[config.mk]
export PLATFORM = sky130hd
export DESIGN_NAME = wb_arbiter
export DESIGN_NICKNAME = d
export VERILOG_FILES = /design/src/rtl/wb_arbiter.sv
export SDC_FILE = /design/constraint.sdc
export NUM_CORES = 1
export LEC_CHECK = 0
export BUFFER_PORTS_ARGS = -buffer_cell sky130_fd_sc_hd__buf_2
export CAP_MARGIN = 20
export CORE_MARGIN = 5
export CORE_UTILIZATION = 45
export DETAILED_ROUTE_END_ITERATION = 8
export PLACE_DENSITY = 0.71
export SLEW_MARGIN = 20
export SYNTH_ARGS = -nofsm -noshare
export SYNTH_HDL_FRONTEND = slang
export SYNTH_SLANG_ARGS = --single-unit
[constraint.sdc]
create_clock -name clk -period 2.9 [get_ports clk]
set_input_delay 0.435 -clock clk [delete_from_list [all_inputs] [get_ports clk]]
set_output_delay 0.435 -clock clk [all_outputs]
set_load 0.05 [all_outputs]
[src/rtl/wb_arbiter.sv]
// Write-back merge stage: one holding slot per execution source, arbitrated onto the
// single register-file write port with fixed priority plus a starvation guard.
module wb_arbiter #(
  parameter int unsigned NSRC         = 3,
  parameter int unsigned ADDR_W       = 5,
  parameter int unsigned DATA_W       = 32,
  parameter int unsigned STARVE_LIMIT = 4
) (
  input  logic                   clk,
  input  logic                   rst_n,
  input  logic [NSRC-1:0]        src_valid_i,
  output logic [NSRC-1:0]        src_ready_o,
  input  logic [NSRC*ADDR_W-1:0] src_waddr_i,
  input  logic [NSRC*DATA_W-1:0] src_wdata_i,
  output logic                   we_o,
  output logic [ADDR_W-1:0]      waddr_o,
  output logic [DATA_W-1:0]      wdata_o,
  output logic [2**ADDR_W-1:0]   pend_rd_o
);

  localparam int unsigned CntW = $clog2(STARVE_LIMIT + 1);
  localparam logic [CntW-1:0] CntMax = CntW'(STARVE_LIMIT);

  logic [NSRC-1:0]   slot_valid_q;
  logic [ADDR_W-1:0] slot_addr_q [NSRC];
  logic [DATA_W-1:0] slot_data_q [NSRC];
  logic [CntW-1:0]   cnt_q       [NSRC];

  logic [NSRC-1:0] starved;
  logic [NSRC-1:0] cand;
  logic [NSRC-1:0] grant;
  logic [NSRC-1:0] accept;
  logic [NSRC-1:0] addr_nz;

  always_comb begin
    starved = '0;
    addr_nz = '0;
    for (int i = 0; i < NSRC; i++) begin
      starved[i] = slot_valid_q[i] && (cnt_q[i] == CntMax);
      addr_nz[i] = |src_waddr_i[i*ADDR_W +: ADDR_W];
    end
  end

  // Starved slots take precedence; lowest index wins within the chosen set.
  assign cand        = (|starved) ? starved : slot_valid_q;
  assign grant       = cand & (~cand + NSRC'(1));
  assign src_ready_o = {NSRC{rst_n}} & (~slot_valid_q | grant);
  assign accept      = src_valid_i & src_ready_o;

  always_comb begin
    we_o    = |grant;
    waddr_o = '0;
    wdata_o = '0;
    for (int i = 0; i < NSRC; i++) begin
      if (grant[i]) begin
        waddr_o = slot_addr_q[i];
        wdata_o = slot_data_q[i];
      end
    end
  end

  always_comb begin
    pend_rd_o = '0;
    for (int i = 0; i < NSRC; i++) begin
      if (slot_valid_q[i]) begin
        pend_rd_o[slot_addr_q[i]] = 1'b1;
      end
    end
    pend_rd_o[0] = 1'b0;
  end

  always_ff @(posedge clk) begin
    if (!rst_n) begin
      slot_valid_q <= '0;
      for (int i = 0; i < NSRC; i++) begin
        slot_addr_q[i] <= '0;
        slot_data_q[i] <= '0;
        cnt_q[i]       <= '0;
      end
    end else begin
      for (int i = 0; i < NSRC; i++) begin
        if (accept[i]) begin
          // A write to x0 completes the handshake but is never held.
          slot_valid_q[i] <= addr_nz[i];
          slot_addr_q[i]  <= src_waddr_i[i*ADDR_W +: ADDR_W];
          slot_data_q[i]  <= src_wdata_i[i*DATA_W +: DATA_W];
          cnt_q[i]        <= '0;
        end else if (grant[i]) begin
          slot_valid_q[i] <= 1'b0;
          cnt_q[i]        <= '0;
        end else if (slot_valid_q[i] && (cnt_q[i] != CntMax)) begin
          cnt_q[i] <= cnt_q[i] + CntW'(1);
        end
      end
    end
  end

endmodule

### Yosys cells after proc, flatten, opt, wreduce, memory -nomap -nowiden

Memories as Yosys holds them, arrays and structs flattened.
Index checks and enable logic that the tools add are counted.
Widths: inputs -> output; s select.

| storage, ports and cells | value |
|---|---|
| output and inout bits | 73 |
| bits in registers | 3 |
| memory bits (writable) | 120 |
| memories kept | 3 |

Memories:

| memory | words | bits a word | read ports | clocked after memory_dff | write ports | RTL line | text |
|---|---|---|---|---|---|---|---|
| slot_data_q | 3 | 32 | 3 | 0 | 3 | 26 | `logic [DATA_W-1:0] slot_data_q [NSRC];` |
| slot_addr_q | 3 | 5 | 3 | 0 | 3 | 25 | `logic [ADDR_W-1:0] slot_addr_q [NSRC];` |
| cnt_q | 3 | 3 | 3 | 0 | 3 | 27 | `logic [CntW-1:0] cnt_q [NSRC];` |

| cells by class | value |
|---|---|
| reduce and logical (&&, ||, !) cells | 17 |
| equality and inequality tests | 6 |
| mux-type cells | 74 |
| add/subtract/negate cells | 4 |
| magnitude comparators | 6 |
| bitwise operators | 23 |

Operator list:

| cell | number |
|---|---|
| $mux 32 | 9 |
| $or 32x32->32 | 2 |
| $mux 1 | 46 |
| $mux 3 | 10 |
| $mux 5 | 6 |
| $lt 5x6->1 const B | 3 |
| $demux 1 s5 | 3 |
| $ge 5x1->1 const B | 3 |
| $or 1x1->1 | 15 |
| $reduce_or 5->1 | 3 |
| $add 3x1->3 const B | 4 |
| $and 3x3->3 | 3 |
| $eq 3x3->1 const B | 3 |
| $logic_and 1x1->1 | 9 |
| $ne 3x3->1 const B | 3 |
| $not 3->3 | 2 |
| $reduce_bool 2->1 | 3 |
| $reduce_or 3->1 | 2 |
| $or 3x3->3 | 1 |

### Longest topological paths before layout

An unclocked memory read counts as a cell.

| logic depth | value |
|---|---|
| word-level depth | 17 |
| mapped depth | 8 |
| depth with buffers taken out | 6 |

### Least setup slack after synthesis

No wires, ideal clock.

| timing | value |
|---|---|
| path type | reg-to-output |
| from | memory cnt_q[2][0] in the netlist's numbering |
| to | output port waddr_o[0] |
| arrival | 1918 ps |
| stages on the path, launching flop included | 8 |
| setup slack | 547 ps |
| cells stage by stage | edfxtp_1 inv_1 ha_1 nand3_2 a22oi_1 nor2_2 clkbuf_1 a221o_1 |

RTL lines:

| what | RTL line | text |
|---|---|---|
| start: declaration | 27 |  |
| end: declaration | 16 | `output logic [ADDR_W-1:0] waddr_o,` |

==> qor.csv <==
metric,value,unit
Compound-Gate Fraction of Synth Area,23.77,%
total wire length,18540,microns
clock sink count,123,
crit share post-route,97.31,%
multiplexer area fraction after synthesis,0,%
Die Area,0.01723,sq mm
CORE AREA,0.01448,sq mm
Post-DP Area,0.007660,sq mm
chip height,131.3,microns
maximum VDD drop,0.3879,mV
worst-path cell chain,"inv_1, ha_1, nand3_1, a22oi_2, buf_4, nor2_4, buf_12, a221o_1, buf_2",
DRT iter0 DRCs,357,
"most common cell after layout, fill and taps aside",buf_2,
hold path cells,2,
nets,872,
Avg Inst Size Synth,11.53,sq um
Synth Area in Adders,1.134,%
"commonest non-fill, non-tap cells in the layout","buf_2, edfxtp_1, a21boi_0, nand2_1, and2_1",
FF-to-FF path depth,7,
hold path endpoint,slot_data_q[0][52],
critical path arrival,2390,ps
Mapped Area,0.006618,sq mm
XOR/XNOR share of the synthesized area,0.2647,%
syn nets,696,
"Async S/R FF share, synth",0,%
Post-Synth Simple-Gate Area,13.82,%
Die Width,131.3,microns
"flops & latches, synth",123,
post-detail-place hpwl,12770,microns
Reg-to-Reg End,slot_data_q[0][93],
Ant. Diodes,0,
Pleak,3.648,nW
Hold Path Class,input pin to flop,
IO buf count,187,
Total GRT Usage,21.20,%
setup TNS,0,ps
TritonCTS Buffers,17,
"Max FO, Critical Path",10,
Critical Path RT,2470,ps
Total Power,0.005233,W
Worst Tran Pin Value,634.7,ps
Max Clk Rate,354.4,MHz
Worst path max stage delay,410,ps
Clock Pin Slew Worst Setup and Hold Paths,50,ps
ys flop type,edfxtp_1,
clk root buf,clkbuf_16,
RR Startpoint,cnt_q[1][0],
crit end category,output pin,
post-route cell area,0.008363,sq mm
WL/cell,19.62,microns
IO Count,189,
grt ovf,0,
first-pass GRT wire length,29930,microns
Area Overhead vs Synth,26.38,%
unrepaired setup endpoints after global routing,no,
outcome,"complete, no violations",
minimum clock period,2822,ps
Final Skew,7.183,ps
Setup CP Type,flop to output pin,
Worst path slowest cell,edfxtp_1,
post-route ant nets,0,
Post-synth EDFFs,120,
Max Cap Viol,0,
CTS tree,yes,
initial antenna violation count,1,
Remaining DRCs,0,
Max-slew headroom,57.53,%
gp weighted congestion,0.8974,
Via density,5.674,
Startpoint Class,flop,
Placement Rows,44,
worst-skew pair later-pin latency,410,ps
DR pass1 iterations,5,
largest net degree at the start of global routing,58,
number of global-route vias before repair,5709,
"Seq/Total Area, Yosys",55.36,%
H-tree depth,4,
critical hold path startpoint,src_wdata_i[52],
vias,5362,
Yosys warning count,0,
pwr dens,625.8,mW/mm^2
synth unique cells,39,
layout cell share with drive strength beyond 1,32.59,%
Final Hold Viols,0,
initial core utilization,45.71,%
final setup fails,0,
cells after synthesis,574,
Worst R2R Setup Slack,470,ps
fin. max-slew vios,0,
Bufs on Longest Clock Path,2,
main combinational cell family by area after synthesis,compound AO/OA/AOI/OAI gates,
-- cell families after synthesis --
| family | Yosys count |
|---|---|
| compound gates | 197 |
| simple gates | 179 |
| flops | 123 |
| buf+inv | 66 |
| fa+ha+maj | 6 |
| xor+xnor | 2 |
| other cells | 1 |
-- per-stage QoR --
stage,worst slack (ps),hold slack [ps],instances,util [%]
after CTS,1.789,329.9,944,57.35
after global routing,1.112,335.9,945,57.76
after floorplan,547.1,557.8,574,-
after global placement,217.8,573.6,909,52.90
after detailed placement,137.3,591.5,909,52.90
final,77.98,347.5,945,57.76
-- sequential cells by signal, summed over array words and instances, names as in the netlist --
name and count:
slot_data_q 96, slot_addr_q 15, slot_valid_q 3, cnt_q 9
-- metal layers --
layer	share of wire, %	vias to the layer above	track usage [%]
met1	40	2500	26.34
met4	2.2	2	6.914
met2	49	295	35.78
met5	0.038	-	0
met3	9.0	43	6.040
li1	-	2522	-
-- worst max-delay path: cells and delay by family, from the launching register on --
kind                     cells  cell delay, ps
AND/OR/NAND/NOR              2             210
buffers and inverters        4             620
flip-flops                   1             410
adder cells (fa/ha/maj)      1             160
AO/OA/AOI/OAI                2             570
-- layout make-up --
type	count	area (sq um)
clock buffers	19	432.9
clock inverters	11	128.9
fillers	1233	6116
inverters	14	52.55
multi-input cells	386	2654
flip-flops and latches	123	3664
well taps	184	230.2
repair buffers	208	1201
-- timing repair --
item                       4_1_cts  5_1_grt
gates resized for setup          6       18
setup endpoints to repair       37       37
buffers inserted                 4        1
pin swaps                        2        2
gates cloned                     1        0
hold buffers                     0        0
-- where the power goes --
part / internal, W / total (W) / switching (W)
combinational: 0.000313 / 0.000950 / 0.000636
sequential: 0.00216 / 0.00226 / 0.0000959
clock: 0.00132 / 0.00203 / 0.000705
-- how the worst max path moves through the flow --
| stage | from | to | cells after the start |
|---|---|---|---|
| 2_1_floorplan | cnt_q[2][0] | waddr_o[0] | 7 |
| 3_3_place_gp | cnt_q[2][0] | wdata_o[26] | 7 |
| 3_5_place_dp | cnt_q[2][0] | wdata_o[26] | 7 |
| 4_1_cts | cnt_q[0][0] | wdata_o[31] | 8 |
| 5_1_grt | cnt_q[1][0] | waddr_o[4] | 9 |
| 6_report | cnt_q[1][0] | wdata_o[25] | 9 |
-- cell usage after synthesis, types with 2 or more instances --
cell type / instances / area share (%)
a21boi_0: 94 / 11
a21boi_1: 17 / 1.9
a21oi_1: 5 / 0.38
a221o_1: 38 / 5.7
a22oi_1: 31 / 3.5
a31o_2: 2 / 0.26
and2_1: 41 / 3.9
and3_1: 7 / 0.66
and3b_1: 5 / 0.66
buf_2: 8 / 0.61
buf_4: 2 / 0.23
buf_6: 2 / 0.34
buf_8: 8 / 1.8
clkbuf_1: 32 / 1.8
dfxtp_1: 3 / 0.91
edfxtp_1: 120 / 54
ha_1: 6 / 1.1
inv_1: 14 / 0.79
nand2_1: 76 / 4.3
nand3_1: 4 / 0.30
nor2_1: 17 / 0.96
nor3_1: 6 / 0.45
nor3b_1: 12 / 1.4
o21ai_0: 5 / 0.38
or3_1: 2 / 0.19
or4_1: 3 / 0.34
xnor2_1: 2 / 0.26
Power figures use the tool's default switching activity.
